`src/rtl/fetch_queue_pkg.sv`:
```
// Shared constants and redirect priority encoding for the instruction fetch queue.
package fetch_queue_pkg;

    localparam int          DEFAULT_DEPTH    = 4;
    localparam int unsigned DEFAULT_RESET_PC = 32'h0000_0000;

    typedef enum logic [1:0] {
        REDIR_NONE = 2'd0,
        REDIR_RF   = 2'd1,
        REDIR_DM   = 2'd2
    } redirect_sel_t;

    // The DM stage resolves later than RF, so a DM misprediction overrides an RF prediction.
    function automatic redirect_sel_t redirect_select(input logic dm, input logic rf);
        redirect_sel_t sel;
        sel = REDIR_NONE;
        if (dm) begin
            sel = REDIR_DM;
        end else if (rf) begin
            sel = REDIR_RF;
        end
        return sel;
    endfunction

endpackage

```
`src/rtl/fetch_fifo.sv`:
```
// Synchronous FIFO with flush; the head word is read straight from registered storage.
module fetch_fifo
    import fetch_queue_pkg::*;
#(
    parameter int WIDTH = 96,
    parameter int DEPTH = DEFAULT_DEPTH,
    parameter int CW    = $clog2(DEPTH) + 1
) (
    input  logic             clk,
    input  logic             reset,
    input  logic             flush,
    input  logic             push,
    input  logic             pop,
    input  logic [WIDTH-1:0] wdata,
    output logic [WIDTH-1:0] rdata,
    output logic [CW-1:0]    count
);

    localparam int PW = $clog2(DEPTH);

    logic [WIDTH-1:0] mem [DEPTH];
    logic [PW-1:0]    wr_ptr;
    logic [PW-1:0]    rd_ptr;
    logic             do_push;
    logic             do_pop;

    // A flush cancels any push/pop presented in the same cycle.
    assign do_push = push && !flush;
    assign do_pop  = pop && !flush;
    assign rdata   = mem[rd_ptr];

    always_ff @(posedge clk) begin
        if (do_push) begin
            mem[wr_ptr] <= wdata;
        end
    end

    // DEPTH is a power of two, so pointer overflow is the modulo wrap.
    always_ff @(posedge clk or negedge reset) begin
        if (!reset) begin
            wr_ptr <= '0;
            rd_ptr <= '0;
            count  <= '0;
        end else if (flush) begin
            wr_ptr <= '0;
            rd_ptr <= '0;
            count  <= '0;
        end else begin
            if (do_push) begin
                wr_ptr <= wr_ptr + PW'(1);
            end
            if (do_pop) begin
                rd_ptr <= rd_ptr + PW'(1);
            end
            count <= count + CW'(do_push) - CW'(do_pop);
        end
    end

endmodule

```
`src/rtl/fetch_queue.sv`:
```
// Fetch stage: PC register with redirect mux feeding a small queue toward the ID stage.
module fetch_queue
    import fetch_queue_pkg::*;
#(
    parameter int               XLEN     = 32,
    parameter int               DEPTH    = DEFAULT_DEPTH,
    parameter logic [XLEN-1:0]  RESET_PC = XLEN'(DEFAULT_RESET_PC)
) (
    input  logic            clk,
    input  logic            reset,
    output logic [XLEN-1:0] imem_address,
    input  logic [31:0]     imem_data,
    input  logic            redirect_dm,
    input  logic [XLEN-1:0] redirect_dm_target,
    input  logic            redirect_rf,
    input  logic [XLEN-1:0] redirect_rf_target,
    output logic            out_valid,
    input  logic            out_ready,
    output logic [31:0]     out_instruction,
    output logic [XLEN-1:0] out_pc,
    output logic [XLEN-1:0] out_pc_plus_four,
    output logic            fetch_stall
);

    localparam int EW = 32 + 2 * XLEN;
    localparam int CW = $clog2(DEPTH) + 1;

    logic [XLEN-1:0] pc;
    logic [XLEN-1:0] pc_plus_four;
    logic [XLEN-1:0] redirect_target;
    redirect_sel_t   redirect_sel;
    logic            redirect;
    logic            dequeue;
    logic            fetch_en;
    logic [CW-1:0]   count;
    logic            full;
    logic [EW-1:0]   head;

    assign redirect_sel = redirect_select(redirect_dm, redirect_rf);
    assign redirect     = (redirect_sel != REDIR_NONE);

    always_comb begin
        redirect_target = pc;
        case (redirect_sel)
            REDIR_DM: redirect_target = redirect_dm_target;
            REDIR_RF: redirect_target = redirect_rf_target;
            default:  redirect_target = pc;
        endcase
    end

    // Handshake: the head entry transfers on a cycle where out_valid && out_ready are both
    // high; out_valid never depends on out_ready and the head holds until it is taken.
    assign out_valid    = (count != '0);
    assign full         = (count == CW'(DEPTH));
    assign dequeue      = out_valid && out_ready && !redirect;
    assign fetch_en     = !redirect && (!full || (out_valid && out_ready));
    assign fetch_stall  = reset && !fetch_en;
    assign pc_plus_four = pc + XLEN'(4);
    assign imem_address = pc;

    always_ff @(posedge clk or negedge reset) begin
        if (!reset) begin
            pc <= RESET_PC;
        end else if (redirect) begin
            pc <= {redirect_target[XLEN-1:2], 2'b00};
        end else if (fetch_en) begin
            pc <= pc_plus_four;
        end
    end

    fetch_fifo #(
        .WIDTH (EW),
        .DEPTH (DEPTH),
        .CW    (CW)
    ) u_fifo (
        .clk   (clk),
        .reset (reset),
        .flush (redirect),
        .push  (fetch_en),
        .pop   (dequeue),
        .wdata ({imem_data, pc, pc_plus_four}),
        .rdata (head),
        .count (count)
    );

    assign out_instruction  = head[EW-1 -: 32];
    assign out_pc           = head[2*XLEN-1 -: XLEN];
    assign out_pc_plus_four = head[XLEN-1:0];

endmodule

```
`config.mk`:
```
export PLATFORM = sky130hd
export DESIGN_NAME = fetch_queue
export DESIGN_NICKNAME = d
export VERILOG_FILES = /design/src/rtl/fetch_queue_pkg.sv /design/src/rtl/fetch_fifo.sv /design/src/rtl/fetch_queue.sv
export SDC_FILE = /design/constraint.sdc
export NUM_CORES = 1
export LEC_CHECK = 0
export CAP_MARGIN = 20
export CORE_ASPECT_RATIO = 1.75
export CORE_UTILIZATION = 45
export CTS_CLUSTER_DIAMETER = 200
export DETAILED_ROUTE_END_ITERATION = 10
export PLACE_DENSITY_LB_ADDON = 0.05
export SYNTH_ARGS = -nofsm -noshare
export SYNTH_HDL_FRONTEND = slang
export SYNTH_SLANG_ARGS = --single-unit
```
`constraint.sdc`:
```
create_clock -name clk -period 4.7 [get_ports clk]
set_input_delay 0.705 -clock clk [delete_from_list [all_inputs] [get_ports clk]]
set_output_delay 0.705 -clock clk [all_outputs]
set_load 0.05 [all_outputs]
```
# == After elaboration in Yosys (flattened, before gate mapping) ==
# Memory sizes are Yosys's and may differ from the RTL's.
# Cells that the tools add are included.
# totals
ramBits,384
regBits,39
output_inout_bits,130
n_memories,1
# mem_list
name,words,width,rd,rd_clocked_by_memory_dff,wr,line,rtl
u_fifo.mem,4,96,1,0,1,fetch_fifo.sv:21,logic [WIDTH-1:0] mem [DEPTH];
# op_classes
n_addsub,5
muxes,12
n_reduce_logical,16
n_eq_ne,4
# ops
cell,count
$mux W32,2
$pmux W32 S2,1
$add A32 B3 Y32 const B,1
$mux W2,5
$reduce_bool A2 Y1,4
$logic_and A1 B1 Y1,6
$add A2 B1 Y2 const B,2
$add A3 B1 Y3,1
$eq A3 B3 Y1 const B,1
$logic_not A1 Y1,3
$mux W1,3
$mux W3,1
$ne A3 B3 Y1 const B,1
$reduce_bool A3 Y1,1
$sub A3 B1 Y3,1
$eq A2 B1 Y1 const B,1
$eq A2 B2 Y1 const B,1
$reduce_and A2 Y1,1
$logic_or A1 B1 Y1,1

# == Logic depth before layout (Yosys ltp) ==
# Gate-level depths: netlist of run 1.
# logic_depth
word_depth,9
mapped_depth,13
depth_no_buf,11

# == By module ==
# From an unflattened synthesis of run 1, not the netlist that was laid out.
# unflattened
cells_unflattened,851
hier_area_um2,16829.9
# by_module_without_submodules
module,n_inst,seq_area_each_um2,cells_each,area_each_um2
fetch_fifo,1,11706.2,541,14272.4
fetch_queue,1,750.7,310,2557.5

# == Least setup slack after synthesis of run 1 ==
# No wires, ideal clock.
# synth_path
path_kind,input -> register
from,input port redirect_dm
to,memory u_fifo.mem[0][10] (enable)
setup_time_ns,0.462
required_ns,4.238
path_slack_ns,0.608
stages,4
arrival_ns,3.630
cell_sequence,clkbuf_1 > nor2_1 > clkbuf_1 > and3_1
# synth_via
elab_chain_len,7
# synth_rtl
element,line,rtl
start: declaration,fetch_queue.sv:13,"input logic redirect_dm,"
$mux W2 (*),fetch_queue_pkg.sv:17,if (dm) begin
$reduce_bool A2 Y1 (*),fetch_queue.sv:40,assign redirect = (redirect_sel != REDIR_NONE);
$logic_not A1 Y1 (*),"fetch_fifo.sv:28, fetch_queue.sv:56",
$logic_and A1 B1 Y1,fetch_queue.sv:56,assign fetch_en = !redirect && (!full || (out_valid && out_ready));
$logic_and A1 B1 Y1 (*),fetch_fifo.sv:28,assign do_push = push && !flush;
$mux W1 (*),fetch_fifo.sv:33,if (do_push) begin
$mux W1 (not written as such) (*),fetch_fifo.sv:34,mem[wr_ptr] <= wdata;
end: declaration,fetch_fifo.sv:21,
# Every way passes the cells marked *; elsewhere a longest branch is shown, timed or not.

# == Final worst setup path of run 1 ==
# layout_path
from,register u_fifo.rd_ptr[0]
to,output port out_pc[5]
# layout_via
elab_chain_len,1
# layout_rtl
element,line,rtl
start: declaration,fetch_fifo.sv:23,logic [PW-1:0] rd_ptr;
start signal: assignment,fetch_fifo.sv:53,rd_ptr <= rd_ptr + PW'(1);
$mem_v2 Z4 W96,n/a,
end: declaration,fetch_queue.sv:20,"output logic [XLEN-1:0] out_pc,"
# Every way passes these cells.

==> results of run 1 <==
synthesized netlist by cell type, drive strengths merged (5+ instances only):
library cell,n,area share [%]
a2bb2oi,11,0.60
buf,19,0.60
a31oi,7,0.27
ha,7,0.54
dfrtp,37,5.7
a22oi,14,0.65
nand4,8,0.35
nor4,6,0.23
nand2,30,0.70
inv,15,0.35
o21ai,23,0.71
xor2,11,0.60
nor2,22,0.51
xnor2,28,1.5
nand3,16,0.50
edfxtp,368,68
a22o,10,0.54
mux2i,5,0.31
nor3,10,0.31
and3,5,0.19
clkbuf,31,0.73
a21oi,18,0.56
mux4,92,13
final cells by class:
| type | count | area (µm²) |
|---|---|---|
| fill | 2781 | 15100 |
| sequential | 405 | 12000 |
| multi-input combinational | 369 | 3940 |
| timing repair buffer | 244 | 2420 |
| clock buffer | 58 | 1120 |
| tap | 465 | 582 |
| clock inverter | 10 | 76.3 |
| inverter | 15 | 56.3 |
| antenna | 1 | 2.50 |
sequential cells by signal, summed over array words and instances (netlist names):
register / cells
u_fifo.wr_ptr: 2
u_fifo.mem: 368
imem_address: 30
u_fifo.rd_ptr: 2
u_fifo.count: 3
cells in the final DEF, fill, tap and decap left out, types with 10 or more instances in the layout:
cell / instances
sky130_fd_sc_hd__edfxtp_1: 368
sky130_fd_sc_hd__clkdlybuf4s50_1: 218
sky130_fd_sc_hd__mux4_2: 92
sky130_fd_sc_hd__clkbuf_16: 41
sky130_fd_sc_hd__dfrtp_1: 35
sky130_fd_sc_hd__nand2_1: 30
sky130_fd_sc_hd__xnor2_1: 28
sky130_fd_sc_hd__o21ai_0: 23
sky130_fd_sc_hd__nor2_1: 22
sky130_fd_sc_hd__buf_4: 20
sky130_fd_sc_hd__a21oi_1: 18
sky130_fd_sc_hd__nand3_1: 16
sky130_fd_sc_hd__inv_1: 15
sky130_fd_sc_hd__a22oi_1: 14
sky130_fd_sc_hd__clkbuf_1: 14
sky130_fd_sc_hd__xor2_1: 11
sky130_fd_sc_hd__a2bb2oi_1: 11
sky130_fd_sc_hd__nor3_1: 10
sky130_fd_sc_hd__a22o_1: 10
stage by stage:
stage | power [mW] | worst slack [ps] | hold WS [ps] | utilization, % | cells
global route | 8.26 | 745 | 297 | 57.2 | 1566
global placement | 5.10 | 1310 | 562 | 53.8 | 1498
finish | 8.01 | 904 | 268 | 57.2 | 1567
floorplan | 4.75 | 608 | 409 | - | 839
detailed placement | 5.11 | 1280 | 578 | 53.8 | 1498
CTS | 8.09 | 804 | 270 | 57.2 | 1566
final timing paths:
path | cells past startpoint | endpoint | slack [ps] | start
setup / recovery | 3 | out_pc[5] | 900 | u_fifo.rd_ptr[0]
hold / removal | 2 | imem_address[19] | 270 | reset
setup reg to reg | 6 | u_fifo.mem[1][30] | 1720 | imem_address[2]
hold reg to reg | 2 | u_fifo.wr_ptr[1] | 580 | u_fifo.wr_ptr[1]
max in group asynchronous | 2 | u_fifo.rd_ptr[1] | 4000 | reset
min in group clk | 3 | u_fifo.count[0] | 500 | redirect_dm
power by group:
group / switching (mW) / leakage (nW) / total (mW) / internal, mW
logic: 0.514 / 2.14 / 0.835 / 0.322
registers: 0.111 / 3.84 / 4.19 / 4.08
clock network: 1.28 / 0.587 / 2.98 / 1.70
per-layer routing:
metal	track usage [%]	up-vias	part of all wire [%]
met2	37.6	244	54
li1	-	3853	-
met4	7.70	0	3.3
met3	3.75	70	4.7
met1	23.7	4442	38
met5	0	-	0
worst register-to-register path, cell delays in order (launching register included):
cell and delay [ps]:
sky130_fd_sc_hd__dfrtp_1 530, sky130_fd_sc_hd__ha_1 280, sky130_fd_sc_hd__nand3_1 290, sky130_fd_sc_hd__or4_1 680
sky130_fd_sc_hd__nor3_1 430, sky130_fd_sc_hd__nand3_1 220, sky130_fd_sc_hd__xnor2_1 350
cells by family (layout without fill, tap and decap cells):
group                    after synthesis  count (layout)  share of synthesized area (%)
buffers and inverters                 65             327                           1.68
multiplexers                          99              99                           13.3
AO/OA/AOI/OAI                         95              95                           3.93
flip-flops                           405             405                           74.2
other                                  1               7                         0.0232
XOR/XNOR                              39              39                           2.12
AND/OR/NAND/NOR                      122             122                           4.06
adder cells (fa/ha/maj)                8               8                          0.667
==> flow_results.xml, run 1 <==
<?xml version="1.0" encoding="UTF-8"?>
<metrics>
  <group name="outcome">
    <metric name="run_status" unit="">finished clean</metric>
  </group>
  <group name="place">
    <metric name="post_dp_cell_area" unit="mm²">0.0190</metric>
    <metric name="port_buffers" unit="">220</metric>
    <metric name="gp_congestion" unit="">0.737</metric>
    <metric name="post-dp-hpwl" unit="µm">22800</metric>
  </group>
  <group name="worst_setup_path">
    <metric name="timing.critical_path.buf_inv" unit="">2</metric>
    <metric name="startpoint_type" unit="">register</metric>
    <metric name="critical_path.slowest_cell" unit="">sky130_fd_sc_hd__dfrtp_4</metric>
    <metric name="worstPathMaxFanout" unit="">30</metric>
    <metric name="category_of_the_critical_setup_timing_path" unit="">register to output port</metric>
    <metric name="worst_setup_path_end_kind" unit="">output port</metric>
    <metric name="crit_path_cell_trace" unit="">buf_4 -&gt; mux4_2 -&gt; clkdlybuf4s50_1</metric>
    <metric name="cp.arrival" unit="ps">3090</metric>
    <metric name="critPathMaxStageDelay" unit="ps">850</metric>
    <metric name="worstPathRequired" unit="ps">3990</metric>
    <metric name="path_delay_family" unit="">buffers and inverters</metric>
  </group>
  <group name="logic_synthesis">
    <metric name="area_of_the_mapped_netlist" unit="mm²">0.0161</metric>
    <metric name="post_synth_num_cell_types" unit="">52</metric>
    <metric name="sequential_element_share_of_the_synthesized_area" unit="%">74.2</metric>
    <metric name="synth_cells" unit="">834</metric>
    <metric name="ys.flop_type" unit="">sky130_fd_sc_hd__edfxtp_1</metric>
    <metric name="average_cell_area_after_synthesis" unit="µm²">19.3</metric>
    <metric name="ys_ff_latch" unit="">405</metric>
    <metric name="yosys_warnings" unit="">0</metric>
    <metric name="synthArstFlopShare" unit="%">9.14</metric>
    <metric name="synth_edf_count" unit="">368</metric>
  </group>
  <group name="global_routing">
    <metric name="gr-usage-all-layers" unit="%">20.5</metric>
    <metric name="grt_overflow" unit="">0</metric>
    <metric name="number_of_antenna_violations_at_the_first_check_in_global_routing" unit="">2</metric>
    <metric name="pin_count_of_the_biggest_net_entering_global_routing" unit="">59</metric>
    <metric name="grt_pass1_vias" unit="">9195</metric>
    <metric name="grt_pass1_wl" unit="µm">55600</metric>
  </group>
  <group name="routing">
    <metric name="vias" unit="">8609</metric>
    <metric name="number_of_nets_with_antenna_violations_after_routing" unit="">0</metric>
    <metric name="drt-total-wl" unit="µm">36500</metric>
    <metric name="drtIter0Drc" unit="">418</metric>
    <metric name="drt-wirelength-per-cell" unit="µm">23.3</metric>
    <metric name="drt_drc_violations_left" unit="">0</metric>
    <metric name="drt_pre_antenna_iters" unit="">5</metric>
    <metric name="via_per_inst" unit="">5.49</metric>
  </group>
  <group name="power_and_ir_drop">
    <metric name="cellLeakagePower" unit="nW">6.57</metric>
    <metric name="cellPowerDensity" unit="mW/mm²">397</metric>
    <metric name="irDropWorstVdd" unit="µV">297</metric>
  </group>
  <group name="floorplan">
    <metric name="core_outline_area" unit="mm²">0.0353</metric>
    <metric name="die_area" unit="mm²">0.0366</metric>
    <metric name="die_h" unit="µm">252</metric>
    <metric name="die_w" unit="µm">145</metric>
    <metric name="pin_count" unit="">231</metric>
    <metric name="core.rowCount" unit="">91</metric>
    <metric name="start_util" unit="%">45.7</metric>
  </group>
  <group name="layout">
    <metric name="fraction_of_layout_cells_with_a_size_suffix_above_1" unit="%">17.1</metric>
    <metric name="area_growth_syn_to_layout" unit="%">25.1</metric>
    <metric name="post_layout_nets" unit="">1182</metric>
    <metric name="design_area" unit="mm²">0.0202</metric>
  </group>
  <group name="clock_network">
    <metric name="h-tree-depth" unit="">2</metric>
    <metric name="tritoncts_buffer_count" unit="">38</metric>
    <metric name="clockBufferDepth" unit="">3</metric>
    <metric name="cts_hold_repair.buffers" unit="">0</metric>
    <metric name="clkTransAtPathRegs" unit="ps">60</metric>
    <metric name="cts_repair_resize_count" unit="">0</metric>
    <metric name="clkSinkCount" unit="">405</metric>
    <metric name="cts_root_buffer" unit="">sky130_fd_sc_hd__clkbuf_16</metric>
    <metric name="worst_skew_pair.late_latency" unit="ps">540</metric>
    <metric name="post_cts_buffers" unit="">0</metric>
    <metric name="cts_tree" unit="">built</metric>
  </group>
  <group name="timing">
    <metric name="rsz_0062_raised_after_global_routing" unit="">false</metric>
    <metric name="maxClockFrequency" unit="MHz">263</metric>
    <metric name="finalCriticalPeriod" unit="ps">3800</metric>
    <metric name="final-hold-violation-count" unit="">0</metric>
    <metric name="report.final.slew_viol_count" unit="">0</metric>
    <metric name="finalCritPeriodShare" unit="%">80.8</metric>
    <metric name="timing.final.setup_violations" unit="">0</metric>
    <metric name="fin_setup_tns" unit="ps">0</metric>
    <metric name="worst-slew-pin-transition" unit="ps">837</metric>
    <metric name="finClkSkew" unit="ps">16.7</metric>
    <metric name="headroom_to_the_max_slew_limit" unit="%">44.2</metric>
  </group>
  <group name="min_path">
    <metric name="holdCritPathClass" unit="">input port to asynchronous set/reset pin</metric>
  </group>
  <group name="run">
    <metric name="max_cap_violations" unit="">0</metric>
  </group>
</metrics>
Power figures use the tool's default switching activity.
==> run 2: changes to the inputs <==
==> constraint.sdc (replaced) <==
create_clock -name clk -period 3.1 [get_ports clk]
set_input_delay 0.465 -clock clk [delete_from_list [all_inputs] [get_ports clk]]
set_output_delay 0.465 -clock clk [all_outputs]
set_load 0.05 [all_outputs]
==> flow_results.xml, run 2 (synthesis gave the netlist of run 1 again) <==
<?xml version="1.0" encoding="UTF-8"?>
<metrics>
  <group name="worst_setup_path">
    <metric name="critical_path.slowest_cell" unit="">sky130_fd_sc_hd__clkdlybuf4s50_1</metric>
    <metric name="startpoint_type" unit="">register</metric>
    <metric name="crit_path_cell_trace" unit="">buf_12 -&gt; mux4_2 -&gt; clkdlybuf4s50_1</metric>
    <metric name="critPathMaxStageDelay" unit="ps">720</metric>
    <metric name="cp_num_cells" unit="">3</metric>
    <metric name="path_delay_family" unit="">buffers and inverters</metric>
    <metric name="cp.arrival" unit="ps">2550</metric>
    <metric name="worstPathRequired" unit="ps">2630</metric>
    <metric name="category_of_the_critical_setup_timing_path" unit="">register to output port</metric>
    <metric name="worst_setup_path_end_kind" unit="">output port</metric>
    <metric name="timing.critical_path.buf_inv" unit="">2</metric>
    <metric name="worstPathMaxFanout" unit="">30</metric>
    <metric name="worstRegToRegCells" unit="">6</metric>
  </group>
  <group name="timing">
    <metric name="finClkSkew" unit="ps">9.71</metric>
    <metric name="maxClockFrequency" unit="MHz">332</metric>
    <metric name="fin_setup_tns" unit="ps">0</metric>
    <metric name="headroom_to_the_max_slew_limit" unit="%">61.4</metric>
    <metric name="finalCriticalPeriod" unit="ps">3020</metric>
    <metric name="report.final.slew_viol_count" unit="">0</metric>
    <metric name="timing.final.setup_violations" unit="">0</metric>
    <metric name="rsz_0062_raised_after_global_routing" unit="">false</metric>
    <metric name="final-hold-violation-count" unit="">0</metric>
    <metric name="worst-slew-pin-transition" unit="ps">574</metric>
    <metric name="finalCritPeriodShare" unit="%">97.3</metric>
  </group>
  <group name="clock_network">
    <metric name="h-tree-depth" unit="">2</metric>
    <metric name="cts_hold_repair.buffers" unit="">0</metric>
    <metric name="clkTransAtPathRegs" unit="ps">60</metric>
    <metric name="clkSinkCount" unit="">405</metric>
    <metric name="cts_root_buffer" unit="">sky130_fd_sc_hd__clkbuf_16</metric>
    <metric name="cts_tree" unit="">built</metric>
    <metric name="cts_repair_resize_count" unit="">6</metric>
    <metric name="worst_skew_pair.late_latency" unit="ps">530</metric>
    <metric name="post_cts_buffers" unit="">0</metric>
    <metric name="clockBufferDepth" unit="">3</metric>
    <metric name="tritoncts_buffer_count" unit="">38</metric>
  </group>
  <group name="layout">
    <metric name="final_common_cell" unit="">sky130_fd_sc_hd__edfxtp_1</metric>
    <metric name="fraction_of_layout_cells_with_a_size_suffix_above_1" unit="%">21.1</metric>
    <metric name="layoutNonFillerInstCount" unit="">1595</metric>
    <metric name="post_layout_nets" unit="">1210</metric>
    <metric name="largest_register_ff_count" unit="">368</metric>
    <metric name="design_area" unit="mm²">0.0207</metric>
    <metric name="most-common-layout-cells" unit="">sky130_fd_sc_hd__edfxtp_1, sky130_fd_sc_hd__clkdlybuf4s50_1, sky130_fd_sc_hd__mux4_2, sky130_fd_sc_hd__buf_4, sky130_fd_sc_hd__dlymetal6s2s_1</metric>
    <metric name="area_growth_syn_to_layout" unit="%">28.1</metric>
    <metric name="antenna_cells_inserted" unit="">0</metric>
    <metric name="max_flop_register" unit="">u_fifo.mem</metric>
  </group>
  <group name="floorplan">
    <metric name="start_util" unit="%">45.7</metric>
    <metric name="core.rowCount" unit="">91</metric>
    <metric name="die_h" unit="µm">252</metric>
    <metric name="pin_count" unit="">231</metric>
    <metric name="die_area" unit="mm²">0.0366</metric>
    <metric name="die_w" unit="µm">145</metric>
    <metric name="core_outline_area" unit="mm²">0.0353</metric>
  </group>
  <group name="routing">
    <metric name="number_of_nets_with_antenna_violations_after_routing" unit="">0</metric>
    <metric name="vias" unit="">8761</metric>
    <metric name="drt_drc_violations_left" unit="">0</metric>
    <metric name="drt-total-wl" unit="µm">36800</metric>
    <metric name="drtIter0Drc" unit="">461</metric>
    <metric name="drt_pre_antenna_iters" unit="">5</metric>
    <metric name="via_per_inst" unit="">5.49</metric>
    <metric name="drt-wirelength-per-cell" unit="µm">23.1</metric>
  </group>
  <group name="place">
    <metric name="post-dp-hpwl" unit="µm">23400</metric>
    <metric name="port_buffers" unit="">220</metric>
    <metric name="post_dp_cell_area" unit="mm²">0.0193</metric>
    <metric name="gp_congestion" unit="">0.748</metric>
    <metric name="place.detailed.instances" unit="">1526</metric>
  </group>
  <group name="power_and_ir_drop">
    <metric name="p_comb_share" unit="%">11.1</metric>
    <metric name="clkPwrFrac" unit="%">38.2</metric>
    <metric name="irDropWorstVdd" unit="µV">492</metric>
    <metric name="sw_frac_of_total" unit="%">23.5</metric>
    <metric name="seqPwrFrac" unit="%">50.7</metric>
    <metric name="power_switching" unit="mW">2.92</metric>
    <metric name="cellLeakagePower" unit="nW">7.29</metric>
    <metric name="cellInternalPower" unit="mW">9.48</metric>
    <metric name="cellPowerDensity" unit="mW/mm²">600</metric>
  </group>
  <group name="min_path">
    <metric name="holdCritPathClass" unit="">input port to asynchronous set/reset pin</metric>
  </group>
  <group name="run">
    <metric name="max_cap_violations" unit="">0</metric>
  </group>
  <group name="global_routing">
    <metric name="number_of_antenna_violations_at_the_first_check_in_global_routing" unit="">1</metric>
    <metric name="grt_pass1_vias" unit="">9218</metric>
    <metric name="pin_count_of_the_biggest_net_entering_global_routing" unit="">47</metric>
    <metric name="grt_overflow" unit="">0</metric>
    <metric name="grt_pass1_wl" unit="µm">55900</metric>
    <metric name="gr-usage-all-layers" unit="%">20.4</metric>
  </group>
  <group name="outcome">
    <metric name="run_status" unit="">finished clean</metric>
  </group>
</metrics>
## run 2: changes by cell type in the layout (fill, tap and decap cells not counted), sizes merged
cell           before  now
buf                26   74
clkinvlp            1    0
clkbuf             58   49
clkinv              8   16
diode               1    0
clkdlybuf4s50     218  142
dlymetal6s2s        0   50
dlygate4sd2         0    6
bufinv              1    4
## run 2: final cells by class
cell class,count,area [µm²]
inverters,15,56.3
fillers,2750,14600
repair buffers,272,2840
well taps,465,582
flip-flops and latches,405,12000
clock inverters,20,190
multi-input cells,369,3940
clock buffers,49,1080
## run 2: path summary, 6_finish.rpt
path | to | slack [ps] | from
worst max-delay path | out_instruction[20] | 80 | u_fifo.rd_ptr[0]
worst min-delay path | imem_address[19] | 40 | reset
worst max register to register | u_fifo.mem[3][30] | 400 | imem_address[2]
worst min register to register | u_fifo.wr_ptr[1] | 570 | u_fifo.wr_ptr[1]
max in group asynchronous | u_fifo.rd_ptr[0] | 2630 | reset
min in group clk | imem_address[3] | 460 | redirect_dm
## run 2: per-layer routing
metal  vias to the layer above  GRT usage [%]  wire length, µm
met3                        58           3.01             1480
li1                       3910              -                -
met1                      4551           25.7            15000
met2                       240           35.7            19200
met4                         2           7.37             1150
met5                         -              0               13
## run 2: power by group through the flow
stage	sequential (mW)	clock (mW)	combinational, mW
floorplan	6.55	0	0.643
global placement	6.40	0	1.38
detailed placement	6.41	0	1.39
CTS	6.29	4.85	1.39
global route	6.30	5.02	1.45
finish	6.29	4.74	1.37
## run 2: stage by stage
stage	worst slack, ps	hold slack (ps)	util, %	total power [mW]
floorplan	290	169	-	7.19
global placement	343	560	54.6	7.78
detailed placement	294	560	54.6	7.80
CTS	0.567	42.4	58.2	12.5
global route	0.663	77.1	58.5	12.8
finish	83.9	42.1	58.5	12.4
